File: src/rtl/riscv_pkg.sv
`default_nettype none
// ============================================================================
// Module      : riscv_pkg
// Description : Shared RISC-V datapath types: XLEN, writeback source select,
//               load funct3 encodings.
// Revision    : 1.0 - initial release
// ============================================================================
package riscv_pkg;

  localparam int XLEN = 32;

  typedef enum logic [1:0] {
    WB_ALU  = 2'd0,
    WB_LOAD = 2'd1,
    WB_PC4  = 2'd2,
    WB_RSVD = 2'd3
  } wb_sel_e;

  localparam logic [2:0] F3_LB  = 3'd0;
  localparam logic [2:0] F3_LH  = 3'd1;
  localparam logic [2:0] F3_LW  = 3'd2;
  localparam logic [2:0] F3_LBU = 3'd4;
  localparam logic [2:0] F3_LHU = 3'd5;

endpackage
`default_nettype wire

File: src/rtl/mem_wb_stage_load_align.sv
`default_nettype none
// ============================================================================
// Module      : load_align
// Description : Combinational load extractor: picks byte/halfword/word from an
//               aligned memory word and sign- or zero-extends it.
// Revision    : 1.0 - initial release
// ============================================================================
module load_align
  import riscv_pkg::*;
(
  input  logic [XLEN-1:0] i_word,
  input  logic [1:0]      i_off,
  input  logic [2:0]      i_funct3,
  output logic [XLEN-1:0] o_data,
  output logic            o_illegal
);

  logic [7:0]  w_byte;
  logic [15:0] w_half;

  always_comb begin
    w_byte    = '0;
    w_half    = '0;
    o_data    = '0;
    o_illegal = 1'b0;

    case (i_off)
      2'd0:    w_byte = i_word[7:0];
      2'd1:    w_byte = i_word[15:8];
      2'd2:    w_byte = i_word[23:16];
      default: w_byte = i_word[31:24];
    endcase

    // Halfword misalignment is trapped upstream, so only off[1] matters.
    w_half = i_off[1] ? i_word[31:16] : i_word[15:0];

    case (i_funct3)
      F3_LB:   o_data = {{(XLEN-8){w_byte[7]}}, w_byte};
      F3_LH:   o_data = {{(XLEN-16){w_half[15]}}, w_half};
      F3_LW:   o_data = i_word;
      F3_LBU:  o_data = {{(XLEN-8){1'b0}}, w_byte};
      F3_LHU:  o_data = {{(XLEN-16){1'b0}}, w_half};
      default: o_illegal = 1'b1;
    endcase
  end

endmodule
`default_nettype wire

File: src/rtl/mem_wb_stage.sv
`default_nettype none
// ============================================================================
// Module      : mem_wb_stage
// Description : MEM/WB pipeline register and writeback formatter driving the
//               register file write port and decode forwarding path.
//               Define WB_INSTRET_EN to add the 64-bit retired counter.
// Revision    : 1.0 - initial release
// ============================================================================
module mem_wb_stage
  import riscv_pkg::*;
(
  input  logic            clk,
  input  logic            rst,
  input  logic            stall,
  input  logic            flush,
  input  logic            mem_valid,
  input  logic            mem_reg_write,
  input  logic [4:0]      mem_rd,
  input  wb_sel_e         mem_wb_sel,
  input  logic [2:0]      mem_funct3,
  input  logic [XLEN-1:0] mem_alu_result,
  input  logic [XLEN-1:0] mem_load_word,
  input  logic [XLEN-1:0] mem_pc_plus4,
  output logic            wb_valid,
  output logic            wb_reg_write,
  output logic [4:0]      wb_rd,
  output logic [XLEN-1:0] wb_write_data,
  output logic            wb_load_fault
`ifdef WB_INSTRET_EN
  ,
  output logic [63:0]     instret
`endif
);

  logic [XLEN-1:0] w_load_data;
  logic            w_load_illegal;
  logic            w_fault;
  logic            w_reg_write;
  logic [XLEN-1:0] w_wb_data;

  logic            r_valid;
  logic            r_reg_write;
  logic [4:0]      r_rd;
  logic [XLEN-1:0] r_data;
  logic            r_fault;

  load_align u_load_align (
    .i_word    (mem_load_word),
    .i_off     (mem_alu_result[1:0]),
    .i_funct3  (mem_funct3),
    .o_data    (w_load_data),
    .o_illegal (w_load_illegal)
  );

  always_comb begin
    w_fault   = ((mem_wb_sel == WB_LOAD) && w_load_illegal) || (mem_wb_sel == WB_RSVD);
    w_wb_data = '0;
    case (mem_wb_sel)
      WB_ALU:  w_wb_data = mem_alu_result;
      WB_LOAD: w_wb_data = w_load_data;
      WB_PC4:  w_wb_data = mem_pc_plus4;
      default: w_wb_data = '0;
    endcase
    if (w_fault) w_wb_data = '0;
    w_reg_write = mem_valid && mem_reg_write && (mem_rd != 5'd0) && !w_fault;
  end

  always_ff @(posedge clk) begin
    if (!rst || flush) begin
      r_valid     <= 1'b0;
      r_reg_write <= 1'b0;
      r_rd        <= '0;
      r_data      <= '0;
      r_fault     <= 1'b0;
    end else if (!stall) begin
      r_valid     <= mem_valid;
      r_reg_write <= w_reg_write;
      r_rd        <= mem_rd;
      r_data      <= w_wb_data;
      r_fault     <= w_fault;
    end
  end

  assign wb_valid      = r_valid;
  assign wb_reg_write  = r_reg_write;
  assign wb_rd         = r_rd;
  assign wb_write_data = r_data;
  assign wb_load_fault = r_fault;

`ifdef WB_INSTRET_EN
  logic [63:0] r_instret;

  // Counts on entry into WB, so a stalled instruction is counted only once.
  always_ff @(posedge clk) begin
    if (!rst) begin
      r_instret <= '0;
    end else if (!flush && !stall && mem_valid) begin
      r_instret <= r_instret + 64'd1;
    end
  end

  assign instret = r_instret;
`endif

endmodule
`default_nettype wire

File: config.mk
export PLATFORM = sky130hd
export DESIGN_NAME = mem_wb_stage
export DESIGN_NICKNAME = d
export VERILOG_FILES = /design/src/rtl/riscv_pkg.sv /design/src/rtl/mem_wb_stage_load_align.sv /design/src/rtl/mem_wb_stage.sv
export SDC_FILE = /design/constraint.sdc
export NUM_CORES = 1
export LEC_CHECK = 0
export CAP_MARGIN = 20
export CORE_MARGIN = 2
export CORE_UTILIZATION = 35
export CTS_BUF_LIST = sky130_fd_sc_hd__clkbuf_16
export CTS_CLUSTER_DIAMETER = 40
export DETAILED_ROUTE_END_ITERATION = 16
export PLACE_DENSITY = 0.78
export SYNTH_ARGS = -nofsm -noshare
export SYNTH_HDL_FRONTEND = slang
export SYNTH_SLANG_ARGS = --single-unit
File: constraint.sdc
create_clock -name clk -period 1.6 [get_ports clk]
set_input_delay 0.16 -clock clk [delete_from_list [all_inputs] [get_ports clk]]
set_output_delay 0.16 -clock clk [all_outputs]
set_load 0.01 [all_outputs]
# [Yosys cells after proc, flatten, opt, wreduce, memory -nomap -nowiden]
# Index checks and enable logic that the tools add are counted.
[op_classes] eq_ne=9 muxes=6 n_reduce_logical=13
[ops] op="32-bit one-hot mux with 5 select lines" count=1
[ops] op="32-bit one-hot mux with 3 select lines" count=1
[ops] op="32-bit 2-to-1 mux" count=1
[ops] op="8-bit one-hot mux with 3 select lines" count=1
[ops] op="16-bit 2-to-1 mux" count=1
[ops] op="2-bit equality test, second input constant" count=3
[ops] op="3-bit equality test, second input constant" count=2
[ops] op="5-bit nonzero test" count=1
[ops] op="5-bit OR reduction" count=1
[ops] op="2-bit by 1-bit equality test with 1-bit output, second input constant" count=2
[ops] op="1-bit logical AND" count=4
[ops] op="2-bit zero test" count=2
[ops] op="3-bit by 1-bit equality test with 1-bit output, second input constant" count=1
[ops] op="3-bit by 2-bit equality test with 1-bit output, second input constant" count=1
[ops] op="3-bit zero test" count=1
[ops] op="1-bit zero test" count=2
[ops] op="1-bit logical OR" count=2
[ops] op="1-bit 2-to-1 mux" count=1
[word_totals] ff_bits=40 inputBits=112 wordCells=33

# [Longest topological paths before layout]
# Gate-level depths: netlist of run 1.
[depth] word_depth=7 depth_mapped=7 depth_no_buf=4

# [By module]
# From an unflattened synthesis of run 1, not the netlist that was laid out.
[hier_totals] cells_unflattened=318 area_unflattened_um2=3060.4
[modules_own_cells] module="mem_wb_stage" n_inst=1 cells_each=182 area_per_inst_um2=2013.2
[modules_own_cells] module="load_align" n_inst=1 cells_each=136 area_per_inst_um2=1047.3

# [Worst setup path after synthesis of run 1]
# Ideal clock, no wire load.
[synth_timing] path_type="input-to-reg" start="in mem_wb_sel[1]" end="reg r_data[29], in the netlist wb_write_data[29]" t_arrival_ns=1.461 required_ns=1.477 slack_ns=0.016 stages=6 cell_sequence="buf_2 buf_2 mux2_2 a22oi_1 nor2_1 a311o_2"
[synth_between] elab_chain_cells=4 word_cells_on_any_way=8 classes_between="eq/ne (3); mux (2); reduce/logical (3)"
[synth_rtl] element="from (decl)" line="mem_wb_stage.sv:19" rtl="input wb_sel_e mem_wb_sel,"
[synth_rtl] element="branches (longest 3 deep; another with 32-bit one-hot mux with 3 select lines)"
[synth_rtl] element="32-bit 2-to-1 mux *" line="mem_wb_stage.sv:64" rtl="if (w_fault) w_wb_data = '0;"
[synth_rtl] element="to (signal assigned)" line="mem_wb_stage.sv:79" rtl="r_data <= w_wb_data;"
[synth_rtl] element="to (decl)" line="mem_wb_stage.sv:44" rtl="logic [XLEN-1:0] r_data;"
# Every way passes the cells marked *.
# A chain may end at the register's enable or synchronous reset.

# [Worst setup path after layout of run 1]
[layout_timing] start="in mem_funct3[2]" end="reg r_data[6], in the netlist wb_write_data[6]"
[layout_between] elab_chain_cells=6 word_cells_on_any_way=12 classes_between="eq/ne (4); mux (4); reduce/logical (4)"
[layout_rtl] element="from (decl)" line="mem_wb_stage.sv:20" rtl="input logic [2:0] mem_funct3,"
[layout_rtl] element="branches (longest 5 deep; another with 32-bit one-hot mux with 5 select lines)"
[layout_rtl] element="32-bit 2-to-1 mux *" line="mem_wb_stage.sv:64"
# Marked as above.

==> results of run 1 <==
==> power by group <==
group | internal, W | leakage (nW) | total, W | switching [W]
combinational | 0.000511 | 1.38 | 0.000847 | 0.000336
sequential | 0.00102 | 0.324 | 0.00104 | 0.0000140
clock | 0.000566 | 0.0710 | 0.000954 | 0.000387
==> cell type report <==
class	instances	area share, %
clock buffers	5	2.662
clock inverters	3	0.2928
inverters	3	0.2396
multi-input cells	232	37.61
flip-flops and latches	40	17.03
well taps	99	2.635
repair buffers	189	39.53
==> critical path: stages <==
cell and delay, ps:
clkdlybuf4s50_1 520, buf_4 150, nor3b_4 50, o21bai_1 190
buf_12 170, a221oi_1 370, o21ai_1 90
==> synthesized netlist by cell type (all sizes together), types with 2 or more instances <==
| cell | number | area [µm²] |
|---|---|---|
| a311o | 16 | 180.2 |
| nor2 | 27 | 101.4 |
| o2111ai | 8 | 70.07 |
| dfxtp | 40 | 800.8 |
| inv | 3 | 11.26 |
| nor3b | 2 | 20.02 |
| nor2b | 2 | 12.51 |
| nand2 | 20 | 75.07 |
| nand2b | 9 | 56.30 |
| mux2i | 23 | 230.2 |
| buf | 12 | 80.07 |
| mux2 | 31 | 349.1 |
| a221oi | 14 | 122.6 |
| a21oi | 13 | 65.06 |
| and3 | 2 | 12.51 |
| o21ai | 33 | 165.1 |
| a22oi | 16 | 120.1 |
| clkbuf | 15 | 57.55 |
==> final timing paths <==
check | from | end | slack (ps) | cells after the start
setup / recovery | mem_funct3[2] | wb_write_data[6]$_SDFFE_PP0N_ | 60 | 7
hold / removal | mem_load_word[31] | wb_write_data[31]$_SDFFE_PP0N_ | 260 | 2
setup reg to reg | wb_write_data[31]$_SDFFE_PP0N_ | wb_write_data[31]$_SDFFE_PP0N_ | 590 | 3
hold reg to reg | wb_write_data[6]$_SDFFE_PP0N_ | wb_write_data[6]$_SDFFE_PP0N_ | 450 | 2
==> kinds of logic after synthesis <==
family,count (synthesis)
multiplexers,54
AND/OR/NAND/NOR,69
buffers and inverters,30
AO/OA/AOI/OAI,108
flip-flops,40
==> timing repair <==
item                       CTS  global route
resized for setup           15             2
buffers inserted             0             0
pin swaps                    3             2
gates cloned                 1             0
setup endpoints to repair   20            12
==> registers in the layout, indices dropped and copies added (netlist names) <==
register	count
wb_reg_write	1
wb_rd	5
wb_load_fault	1
wb_valid	1
wb_write_data	32
==> metal layers <==
metal  track usage, %  vias up  part of all wire [%]
met1            29.14     1507                    39
met4            6.944        0                   1.5
met2            41.91      163                    50
li1                 -     1496                     -
met5                0        -                     0
met3            6.888       11                   9.7
==> per-stage QoR <==
step                      hold slack, ps  instance area (µm²)
after floorplan                    303.9                 2663
after global placement             435.9                 4511
after detailed placement           448.8                 4511
after CTS                          343.8                 4692
after global routing               283.0                 4701
final                              260.4                 4701
==> out/results.ini, run 1 <==
[routing]
drc = 0
via_per_inst = 5.564
routedWlPerCell_um = 18.35
routed_wl_um = 10480
drt_iter0_markers = 136
ant_nets = 0
vias = 3177
firstDrtPassIters = 5

[synthesis]
synth-seq-cells = 40
avgSynthCellArea_um2 = 8.846
yosys_warnings = 0
synthFlopType = dfxtp_1
synth-compound-area-share_pct = 29.89
yosys.area_share.simple_pct = 12.69
synth_xor_area_share_pct = 0
synth_cells = 301
synth_mux_area_share_pct = 21.76
synth_top_family_by_area = compound AO/OA/AOI/OAI gates
ys_seq_area_share_pct = 30.08
yosys.area_share.adder_pct = 0
syn_area_mm2 = 0.002663
synth_cell_types = 39
synth_edf_count = 0
synthesis.nets = 413
async_flop_share_pct = 0

[cells_and_area]
ff_latch_area_um2 = 800.8
areaGrowthSynthToFinish_pct = 76.55
fin_util_pct = 64.46
drive_gt1_share_pct = 22.67
num-fill-cells = 651
layout_commonest_cell = clkdlybuf4s50_1
diodes = 0
final_cells = 571
nets = 583
multi_input_area_mm2 = 0.001768
layout_common_cells = 143 x clkdlybuf4s50_1, 40 x dfxtp_1, 32 x buf_4

[hold_path]
hold_class = input port to register

[placed_design]
hpwl_um = 8006
gp_congestion = 0.9188
port_buffers = 151
dp_slack_ps = -428.4
dp_cells = 562

[timing]
final.setup.worst_slack_ps = 58.85
worst_slew_pin_slew_ps = 565.0
final.period_utilization_pct = 96.32
finalClockSkew_ps = 0
rsz0062_at_grt = no
fmax_mhz = 648.9
setup_viol = 0
min_period_ps = 1541
finalSetupTns_ps = 0
max_slew_margin_pct = 62.20
finalHoldViolCount = 0
slew_viol_final = 0

[status]
status = complete, no violations

[global_route]
grt_max_degree = 39
grt_first_pass_wirelength_um = 16010
grt_pass1_vias = 3151
antenna_found_initial = 0
grtUsageTotal_pct = 24.20
overflow = 0

[critical_path]
cp_max_fo = 14
cp-start-kind = input port
critical_path_required_ps = 1760
critPathKind = input port to register
crit_path_end_kind = register
arrival_ps = 1710

[clock_network]
clk_pin_slew_ps = 60
worstSkewPairLatency_ps = 280
hold_buffers = 0
clock_tree.buffer_depth = 2
clock-sinks = 40
clockRootBuffer = clkbuf_16
ctsHtreeMaxLevel = 2
numCtsBuffers = 5
cts_tree = built

[die]
start_util_pct = 36.51
die_area_mm2 = 0.008321
core_region_area_mm2 = 0.007292
ios = 152
std_cell_rows = 31
fp.dieW_um = 91.22
die_h_um = 91.22

[pwr]
peakVddDrop_mv = 0.3706
power_leakage_nw = 1.775
power_density_mw_per_mm2 = 603.4
power_w = 0.002837

[flow_run]
drv_cap = 0

No activity file was read; power rests on OpenSTA's default activity.
==> run 2: changes to the inputs <==
--- a/config.mk
+++ b/config.mk
@@ -5,12 +5,14 @@
 export SDC_FILE = /design/constraint.sdc
 export NUM_CORES = 1
 export LEC_CHECK = 0
+export ABC_CLOCK_PERIOD_IN_PS = 1600
 export CAP_MARGIN = 20
 export CORE_MARGIN = 2
 export CORE_UTILIZATION = 35
 export CTS_BUF_LIST = sky130_fd_sc_hd__clkbuf_16
 export CTS_CLUSTER_DIAMETER = 40
 export DETAILED_ROUTE_END_ITERATION = 16
+export HOLD_SLACK_MARGIN = 0.02
 export PLACE_DENSITY = 0.78
 export SYNTH_ARGS = -nofsm -noshare
 export SYNTH_HDL_FRONTEND = slang
==> results of run 2 <==
No change in the layout: final DEF, timing and power equal those of run 1.
